===== src/rtl/div_seq_if.sv =====
// Handshake and operand bundle between the instruction decoder and the
// sequential divider.
interface div_seq_if;
    logic        start_i;
    logic        signed_i;
    logic        annul_i;
    logic [31:0] opdata1_i;
    logic [31:0] opdata2_i;
    logic [63:0] result_o;
    logic        ready_o;
    logic        stall_o;

    modport master (
        output start_i, signed_i, annul_i, opdata1_i, opdata2_i,
        input  result_o, ready_o, stall_o
    );

    modport slave (
        input  start_i, signed_i, annul_i, opdata1_i, opdata2_i,
        output result_o, ready_o, stall_o
    );
endinterface


===== src/rtl/div_seq.sv =====
// Sequential 32-bit restoring divider (DIV/DIVU), one quotient bit per clock.
// Optional macro DIV_ZERO_FAST_EN short-circuits a zero divisor to a 0 result.
module div_seq (
    input  logic     clk,
    input  logic     resetn,
    div_seq_if.slave bus
);
    localparam int DATA_W = 32;

`ifdef DIV_ZERO_FAST_EN
    typedef enum logic [1:0] {S_IDLE, S_BUSY, S_DONE, S_DIVZERO} state_t;
`else
    typedef enum logic [1:0] {S_IDLE, S_BUSY, S_DONE} state_t;
`endif

    state_t                r_state;
    state_t                w_state_nxt;
    logic [5:0]            r_cnt;
    logic [2*DATA_W:0]     r_rq;
    logic [DATA_W-1:0]     r_divisor;
    logic                  r_dsign;
    logic                  r_qsign;
    logic [2*DATA_W-1:0]   r_result;

    logic                  w_accept;
    logic [DATA_W+1:0]     w_sub;
    logic [2*DATA_W:0]     w_rq_step;
    logic [2*DATA_W-1:0]   w_res_fix;

    // Two's-complement negate when requested; used both for magnitudes and sign fix-up.
    function automatic logic [DATA_W-1:0] f_cond_neg(input logic [DATA_W-1:0] v,
                                                     input logic neg);
        logic signed [DATA_W-1:0] s;
        s = signed'(v);
        return neg ? unsigned'(-s) : v;
    endfunction

    assign w_accept = bus.start_i & ~bus.annul_i;

    // Restoring step: the top 34 bits of {rem,quo} are the shifted partial remainder.
    assign w_sub     = r_rq[2*DATA_W:DATA_W-1] - {2'b00, r_divisor};
    assign w_rq_step = w_sub[DATA_W+1] ? {r_rq[2*DATA_W-1:0], 1'b0}
                                       : {w_sub[DATA_W:0], r_rq[DATA_W-2:0], 1'b1};
    assign w_res_fix = {f_cond_neg(w_rq_step[2*DATA_W-1:DATA_W], r_dsign),
                        f_cond_neg(w_rq_step[DATA_W-1:0], r_qsign)};

    always_comb begin
        w_state_nxt = r_state;
        case (r_state)
            S_IDLE: if (w_accept) w_state_nxt = S_BUSY;
            S_BUSY: begin
                if (bus.annul_i)
                    w_state_nxt = S_IDLE;
`ifdef DIV_ZERO_FAST_EN
                else if (r_divisor == '0)
                    w_state_nxt = S_DIVZERO;
`endif
                else if (r_cnt == 6'd31)
                    w_state_nxt = S_DONE;
            end
`ifdef DIV_ZERO_FAST_EN
            S_DIVZERO: w_state_nxt = bus.annul_i ? S_IDLE : S_DONE;
`endif
            S_DONE:  w_state_nxt = S_IDLE;
            default: w_state_nxt = S_IDLE;
        endcase
    end

    always_ff @(posedge clk or negedge resetn) begin
        if (!resetn)
            r_state <= S_IDLE;
        else
            r_state <= w_state_nxt;
    end

    always_ff @(posedge clk or negedge resetn) begin
        if (!resetn) begin
            r_cnt     <= '0;
            r_rq      <= '0;
            r_divisor <= '0;
            r_dsign   <= 1'b0;
            r_qsign   <= 1'b0;
            r_result  <= '0;
        end else begin
            if (r_state == S_IDLE && w_accept) begin
                r_cnt     <= '0;
                r_rq      <= {{(DATA_W+1){1'b0}},
                              f_cond_neg(bus.opdata1_i, bus.signed_i & bus.opdata1_i[DATA_W-1])};
                r_divisor <= f_cond_neg(bus.opdata2_i, bus.signed_i & bus.opdata2_i[DATA_W-1]);
                r_dsign   <= bus.signed_i & bus.opdata1_i[DATA_W-1];
                r_qsign   <= bus.signed_i & (bus.opdata1_i[DATA_W-1] ^ bus.opdata2_i[DATA_W-1]);
            end
            if (r_state == S_BUSY && !bus.annul_i) begin
                r_rq  <= w_rq_step;
                r_cnt <= r_cnt + 6'd1;
            end
            if (r_state == S_BUSY && w_state_nxt == S_DONE)
                r_result <= w_res_fix;
`ifdef DIV_ZERO_FAST_EN
            if (r_state == S_DIVZERO && w_state_nxt == S_DONE)
                r_result <= '0;
`endif
        end
    end

    always_comb begin
        bus.stall_o = 1'b0;
        case (r_state)
            S_IDLE:    bus.stall_o = w_accept;
            S_BUSY:    bus.stall_o = 1'b1;
`ifdef DIV_ZERO_FAST_EN
            S_DIVZERO: bus.stall_o = 1'b1;
`endif
            default:   bus.stall_o = 1'b0;
        endcase
    end

    assign bus.ready_o  = (r_state == S_DONE);
    assign bus.result_o = r_result;
endmodule


===== src/flat_wrapper.sv =====
// flat-port wrapper written by rule: the top's interface ports become plain ports
module div_seq_flat 
  (clk, resetn, bus_start_i, bus_signed_i, bus_annul_i, bus_opdata1_i, bus_opdata2_i, bus_result_o, bus_ready_o, bus_stall_o);
  div_seq_if bus_i ();
  input  logic clk;
  input  logic resetn;
  input wire logic [$bits(bus_i.start_i)-1:0] bus_start_i;
  input wire logic [$bits(bus_i.signed_i)-1:0] bus_signed_i;
  input wire logic [$bits(bus_i.annul_i)-1:0] bus_annul_i;
  input wire logic [$bits(bus_i.opdata1_i)-1:0] bus_opdata1_i;
  input wire logic [$bits(bus_i.opdata2_i)-1:0] bus_opdata2_i;
  output wire logic [$bits(bus_i.result_o)-1:0] bus_result_o;
  output wire logic [$bits(bus_i.ready_o)-1:0] bus_ready_o;
  output wire logic [$bits(bus_i.stall_o)-1:0] bus_stall_o;
  assign bus_i.start_i = bus_start_i;
  assign bus_i.signed_i = bus_signed_i;
  assign bus_i.annul_i = bus_annul_i;
  assign bus_i.opdata1_i = bus_opdata1_i;
  assign bus_i.opdata2_i = bus_opdata2_i;
  assign bus_result_o = bus_i.result_o;
  assign bus_ready_o = bus_i.ready_o;
  assign bus_stall_o = bus_i.stall_o;
  div_seq u_core (.clk(clk), .resetn(resetn), .bus(bus_i));
endmodule

===== config.mk =====
export PLATFORM = sky130hd
export DESIGN_NAME = div_seq_flat
export DESIGN_NICKNAME = d
export VERILOG_FILES = /design/src/rtl/div_seq_if.sv /design/src/rtl/div_seq.sv /design/src/flat_wrapper.sv
export SDC_FILE = /design/constraint.sdc
export NUM_CORES = 1
export LEC_CHECK = 0
export BUFFER_PORTS_ARGS = -buffer_cell sky130_fd_sc_hd__buf_2
export CORE_ASPECT_RATIO = 1.75
export CORE_MARGIN = 4
export CORE_UTILIZATION = 60
export DETAILED_ROUTE_END_ITERATION = 8
export PLACE_DENSITY_LB_ADDON = 0.15
export SYNTH_ARGS = -nofsm -noshare
export SYNTH_HDL_FRONTEND = slang
export SYNTH_SLANG_ARGS = --single-unit
export TNS_END_PERCENT = 1

===== constraint.sdc =====
create_clock -name clk -period 7.2 [get_ports clk]
set_input_delay 0.72 -clock clk [delete_from_list [all_inputs] [get_ports clk]]
set_output_delay 0.72 -clock clk [all_outputs]
set_load 0.03 [all_outputs]

### Word level (Yosys, flattened, before mapping)

Index checks and enable logic that the tools add are counted.

| word-level totals | value |
|---|---|
| input port bits | 69 |
| register bits after elaboration | 171 |
| word-level logic and storage cells | 43 |
| output and inout bits | 66 |

| operators by class | value |
|---|---|
| equal/unequal tests | 4 |
| bitwise logic cells | 6 |
| add/sub/neg operators | 6 |
| muxes and demuxes | 14 |
| reductions and logical operators | 6 |

Operators by type and width:

| operator | count |
|---|---|
| $mux 65 | 3 |
| $mux 32 | 4 |
| $neg 32->32 | 4 |
| $sub 34x32->34 | 1 |
| $mux 6 | 2 |
| $add 6x1->6 const B | 1 |
| $eq 6x5->1 const B | 1 |
| $mux 2 | 3 |
| $and 1x1->1 | 4 |
| $eq 2x2->1 const B | 2 |
| $pmux 2 s2 | 1 |
| $logic_and 1x1->1 | 3 |
| $eq 2x1->1 const B | 1 |
| $logic_not 2->1 | 1 |
| $pmux 1 s2 | 1 |
| $reduce_bool 2->1 | 1 |
| $logic_not 1->1 | 1 |
| $not 1->1 | 1 |
| $xor 1x1->1 | 1 |

### Depth between registers and ports, before layout

| depth | value |
|---|---|
| depth in word-level cells | 6 |
| mapped depth | 22 |
| depth with buffers taken out | 18 |

### Worst setup path after synthesis

OpenSTA, ideal clock, no wires.

| path | value |
|---|---|
| path kind | reg-to-reg |
| from | register u_core.r_rq[43] |
| to | register u_core.r_result[28], in the netlist u_core.bus.result_o[28] |
| cell stages (with the launch flop) | 21 |
| buffers on the path | 4 |
| setup time | 0.129 ns |
| arrival time | 4.476 ns |
| period minus slack after synthesis | 4.604 ns |
| required time | 7.071 ns |
| slack | 2.596 ns |
| cell sequence | dfrtp_1 ha_1 buf_6 a21o_1 o21bai_4 a221oi_4 and4_4 nor4_4 inv_4 buf_6 clkbuf_1 clkbuf_1 ha_1 nand3_1 or4_1 or3_1 inv_1 nand2_1 o41ai_1 xor2_1 o21ai_1 |

| between the ends | value |
|---|---|
| cells in the longest elaborated chain, start to end | 4 |

Ends and longest elaborated chain:

| item | RTL line | RTL |
|---|---|---|
| start, declared | div_seq.sv:19 | `logic [2*DATA_W:0] r_rq;` |
| start signal, assigned | div_seq.sv:87 | `r_rq <= {{(DATA_W+1){1'b0}},` |
| start signal, assigned | div_seq.sv:94 | `r_rq <= w_rq_step;` |
| $sub 34x32->34 | div_seq.sv:41 | `assign w_sub = r_rq[2*DATA_W:DATA_W-1] - {2'b00, r_divisor};` |
| $mux 65 | div_seq.sv:42 | `assign w_rq_step = w_sub[DATA_W+1] ? {r_rq[2*DATA_W-1:0], 1'b0}` |
| $neg 32->32 | div_seq.sv:35 | `return neg ? unsigned'(-s) : v;` |
| $mux 32 | div_seq.sv:35 |  |
| end signal, assigned | div_seq.sv:98 | `r_result <= w_res_fix;` |
| end, declared | div_seq.sv:23 | `logic [2*DATA_W-1:0] r_result;` |

Every way passes these cells.
A chain may end at the register's enable or synchronous reset.

### Final worst setup path

| path | value |
|---|---|
| from | register u_core.r_rq[49] |
| to | register u_core.r_result[28], in the netlist u_core.bus.result_o[28] |

The elaborated chain is that of the path after synthesis.

==> flow_summary_export.csv <==
group,metric,value,unit
run_status,status,"finished, final reports clean",
placement,dp.final_hpwl,27.15,mm
timing,worst_pin_slew,1.092,ns
yosys,post_synth_main_area_contributors,"sky130_fd_sc_hd__dfrtp_1 (36%), sky130_fd_sc_hd__o21ai_0 (8.3%), sky130_fd_sc_hd__nand2_1 (7.1%), sky130_fd_sc_hd__xor2_1 (5.3%), sky130_fd_sc_hd__xnor2_1 (4.8%)",
timing,final_hold_viol_count,0,
yosys,syn_nets,1527,
clock_network,clock_tree.root_cell,"sky130_fd_sc_hd__clkbuf_16",
global_routing,grt_pass1_vias,11287,
route,remaining_antenna_violation_count,0,
global_routing,globalRoute.busiestLayer,"met2",
timing,unrepaired_setup_endpoints_after_global_routing,"no",
route,post-route-drc-count,0,
route,totalWireLength,35.99,mm
timing,maxSlewHeadroom,27.23,%
clock_network,cts.htree.levels,4,
yosys,synthDominantAreaCellType,"sky130_fd_sc_hd__dfrtp_1",
global_routing,met2_usage_grt,60.01,%
power_and_ir_drop,vdd_drop_max,0.0001902,V
die,fp-row-count,68,
global_routing,grtUsageMet3,4.361,%
yosys,post_synth_instance_area,11970,um2
timing,maxSlewViolCount,0,
critical_path,category_of_the_worst_setup_path_capture_point,"flip-flop",
die,die-height,194.9,um
yosys,synth_most_common_cell,"sky130_fd_sc_hd__nand2_1",
clock_network,clk-insertion-delay-late,0.44,ns
clock_network,cts_buffers,17,
clock_network,cts_hold_buf,0,
global_routing,gr-usage-all-layers,32.80,%
worst_hold_path,timing.hold.worst.class,"in2async",
clock_network,clock_tree_from_tritoncts,"yes",
global_routing,grt_antenna_before_repair,0,
die,io_pins,135,
yosys,post-synth-top-area-fraction,35.74,%
clock_network,cts_max_path_buffers,2,
finish,syn2layout_area_growth,10.52,%
critical_path,cp.required,7.48,ns
yosys,syn-mean-instance-area,8.432,um2
global_routing,overflow,0,
route,drt_iter0_markers,748,
job,timing.max_cap.violations,0,
timing,report.final.setup_viol,0,
yosys,ys_dominant_reg_cell,"sky130_fd_sc_hd__dfrtp_1",
yosys,synth_enable_flop_cells,0,
power_and_ir_drop,power_density,227.6,nW/um2
clock_network,clk_pin_slew,0.07,ns
die,initial_utilization,60.92,%
global_routing,grt_pass1_wl,57.38,mm
yosys,synth.distinct_cells,103,
finish,layout.nets,1614,
yosys,synth.ff_latch_count,171,
yosys,synth_common_cells,"sky130_fd_sc_hd__nand2_1 (227), sky130_fd_sc_hd__o21ai_0 (198), sky130_fd_sc_hd__dfrtp_1 (171), sky130_fd_sc_hd__xor2_1 (72)",
die,core_region_area,19650,um2
global_routing,use_met1,33.03,%
finish,antenna_cells,0,
route,post_dr_vias_cell,6.315,
finish,layout-drive-gt1-share,15.33,%
yosys,synth-seq-area-share,35.74,%
critical_path,setup.worst_path.start_class,"flip-flop",
route,num_vias,11146,
yosys,asyncSetResetFlopFracSynth,100.0,%
finish,fill_cell_count,1771,
clock_network,cts_post_setup_buffers_inserted,0,
route,drt-pass1-iter-count,5,
critical_path,worstPathArrival,5.49,ns
global_routing,grt_start_max_net_pins,129,
placement,placer_s_final_routability_congestion_estimate,0.9875,
yosys,synth_warnings,0,
route,average_detailed_routed_wire_length_per_instance,20.39,um
die,die_w,114.8,um
critical_path,critical_path.max_fanout,54,
timing,post-route-min-period,5.210,ns
power_and_ir_drop,cellLeakagePower,5.935,nW
timing,achievable-frequency,192.0,MHz
yosys,synthesis.instances,1420,
timing,fin_tns_setup,0,ns
placement,port_buffers,134,
finish,finalNonFillerCells,1765,
placement,cell_total_after_placement,1733,
clock_network,cts.repair.resized,0,
timing,worst_case_clock_skew,0.009034,ns
critical_path,timing_worst_setup_path_type,"reg2reg",
critical_path,r2r.worst_path.cells,17,
timing,min_period_over_period,72.36,%
die,fp.dieArea,22370,um2
clock_network,numClockSinks,171,
## through the flow
stage          util [%]  cell area, um2  power [mW]  setup WS [ns]  hold slack [ns]
2_1_floorplan         -           11970       1.835          2.596           0.4244
3_3_place_gp      64.52           12680       2.105          2.233           0.4523
3_5_place_dp      64.52           12680       2.120          2.107           0.4613
4_1_cts           67.34           13230       3.011          2.073           0.4094
5_1_grt           67.34           13230       3.169          1.627           0.4108
6_report          67.34           13230       3.012          1.990           0.3237
## report_power, final
part	total (mW)	switching (mW)	leakage (nW)	internal, mW
Sequential	1.18	0.118	2.29	1.06
Clock	0.891	0.413	0.269	0.478
Combinational	0.944	0.601	3.38	0.343
## final timing paths
check	start	endpoint	slack (ns)
setup / recovery	u_core.r_rq[49]$_DFFE_PN0P_	u_core.bus.result_o[28]$_DFFE_PN0P_	1.99
hold / removal	resetn	u_core.r_divisor[13]$_DFFE_PN0P_	0.32
setup reg to reg	u_core.r_rq[49]$_DFFE_PN0P_	u_core.bus.result_o[28]$_DFFE_PN0P_	1.99
hold reg to reg	u_core.bus.result_o[7]$_DFFE_PN0P_	u_core.bus.result_o[7]$_DFFE_PN0P_	0.47
max in group asynchronous	resetn	u_core.r_rq[13]$_DFFE_PN0P_	5.38
min in group clk	u_core.bus.result_o[7]$_DFFE_PN0P_	u_core.bus.result_o[7]$_DFFE_PN0P_	0.47
## final cells by class
type / count / area [um2] / share of cell area, %
Clock buffer: 19 / 432.9 / 3.271
Clock inverter: 13 / 120.1 / 0.9076
Inverter: 52 / 197.7 / 1.494
Multi-Input combinational cell: 1121 / 7146 / 53.99
Sequential cell: 171 / 4279 / 32.33
Tap cell: 245 / 306.5 / 2.316
Timing Repair Buffer: 144 / 752.0 / 5.682
## state kept, by name, summed over array words and instances (netlist names)
name and count:
u_core.r_state 2, u_core.r_dsign 1, u_core.r_cnt 6, u_core.bus.result_o 64
u_core.r_qsign 1, u_core.r_divisor 32, u_core.r_rq 65
## logic make-up (layout without fill, tap and decap cells)
| family | count (synthesis) | count (layout) | share of synthesized area (%) |
|---|---|---|---|
| buffers and inverters | 128 | 228 | 4.796 |
| flip-flops | 171 | 171 | 35.74 |
| adder cells (fa/ha/maj) | 38 | 38 | 4.033 |
| AND/OR/NAND/NOR | 466 | 466 | 19.02 |
| multiplexers | 28 | 28 | 2.372 |
| XOR/XNOR | 137 | 137 | 10.02 |
| AO/OA/AOI/OAI | 452 | 452 | 24.02 |
## worst max-delay path, stage by stage, from the launching register on
cell and delay [ns]:
sky130_fd_sc_hd__dfrtp_1 0.44, sky130_fd_sc_hd__ha_1 0.53, sky130_fd_sc_hd__a21oi_1 0.18, sky130_fd_sc_hd__o21ai_1 0.31, sky130_fd_sc_hd__a21oi_1 0.20, sky130_fd_sc_hd__o2bb2ai_1 0.37, sky130_fd_sc_hd__nor4_4 0.08, sky130_fd_sc_hd__buf_4 0.25
sky130_fd_sc_hd__inv_4 0.47, sky130_fd_sc_hd__ha_1 0.33, sky130_fd_sc_hd__nand3_1 0.10, sky130_fd_sc_hd__or4_1 0.53, sky130_fd_sc_hd__or3_1 0.43, sky130_fd_sc_hd__inv_1 0.08, sky130_fd_sc_hd__nand2_1 0.08, sky130_fd_sc_hd__o41ai_1 0.36
sky130_fd_sc_hd__xor2_1 0.20, sky130_fd_sc_hd__o21ai_1 0.08
## metal layers
layer / vias to the layer above / part of all wire [%]
li1: 5278 / -
met4: 0 / 8.1
met3: 142 / 3.9
met2: 390 / 54
met5: - / 0
met1: 5336 / 34
## cells in the final DEF (no fill, tap or decap), types with 7 or more instances in the layout
cell type and count:
sky130_fd_sc_hd__a211oi_1 11, sky130_fd_sc_hd__a21oi_1 65, sky130_fd_sc_hd__a22o_1 7, sky130_fd_sc_hd__a22oi_1 33, sky130_fd_sc_hd__and2_1 11, sky130_fd_sc_hd__buf_2 133
sky130_fd_sc_hd__buf_4 10, sky130_fd_sc_hd__clkbuf_16 17, sky130_fd_sc_hd__dfrtp_1 171, sky130_fd_sc_hd__ha_1 37, sky130_fd_sc_hd__inv_1 50, sky130_fd_sc_hd__mux2i_1 25
sky130_fd_sc_hd__nand2_1 226, sky130_fd_sc_hd__nand3_1 26, sky130_fd_sc_hd__nand4_1 11, sky130_fd_sc_hd__nor2_1 64, sky130_fd_sc_hd__nor3_1 27, sky130_fd_sc_hd__nor4_1 17
sky130_fd_sc_hd__o211ai_1 9, sky130_fd_sc_hd__o21ai_0 198, sky130_fd_sc_hd__o21ai_1 22, sky130_fd_sc_hd__o31ai_1 22, sky130_fd_sc_hd__o41ai_1 14, sky130_fd_sc_hd__or3_1 10
sky130_fd_sc_hd__or4_1 10, sky130_fd_sc_hd__xnor2_1 65, sky130_fd_sc_hd__xor2_1 72
Note: power is estimated with default switching activity, not from simulation.
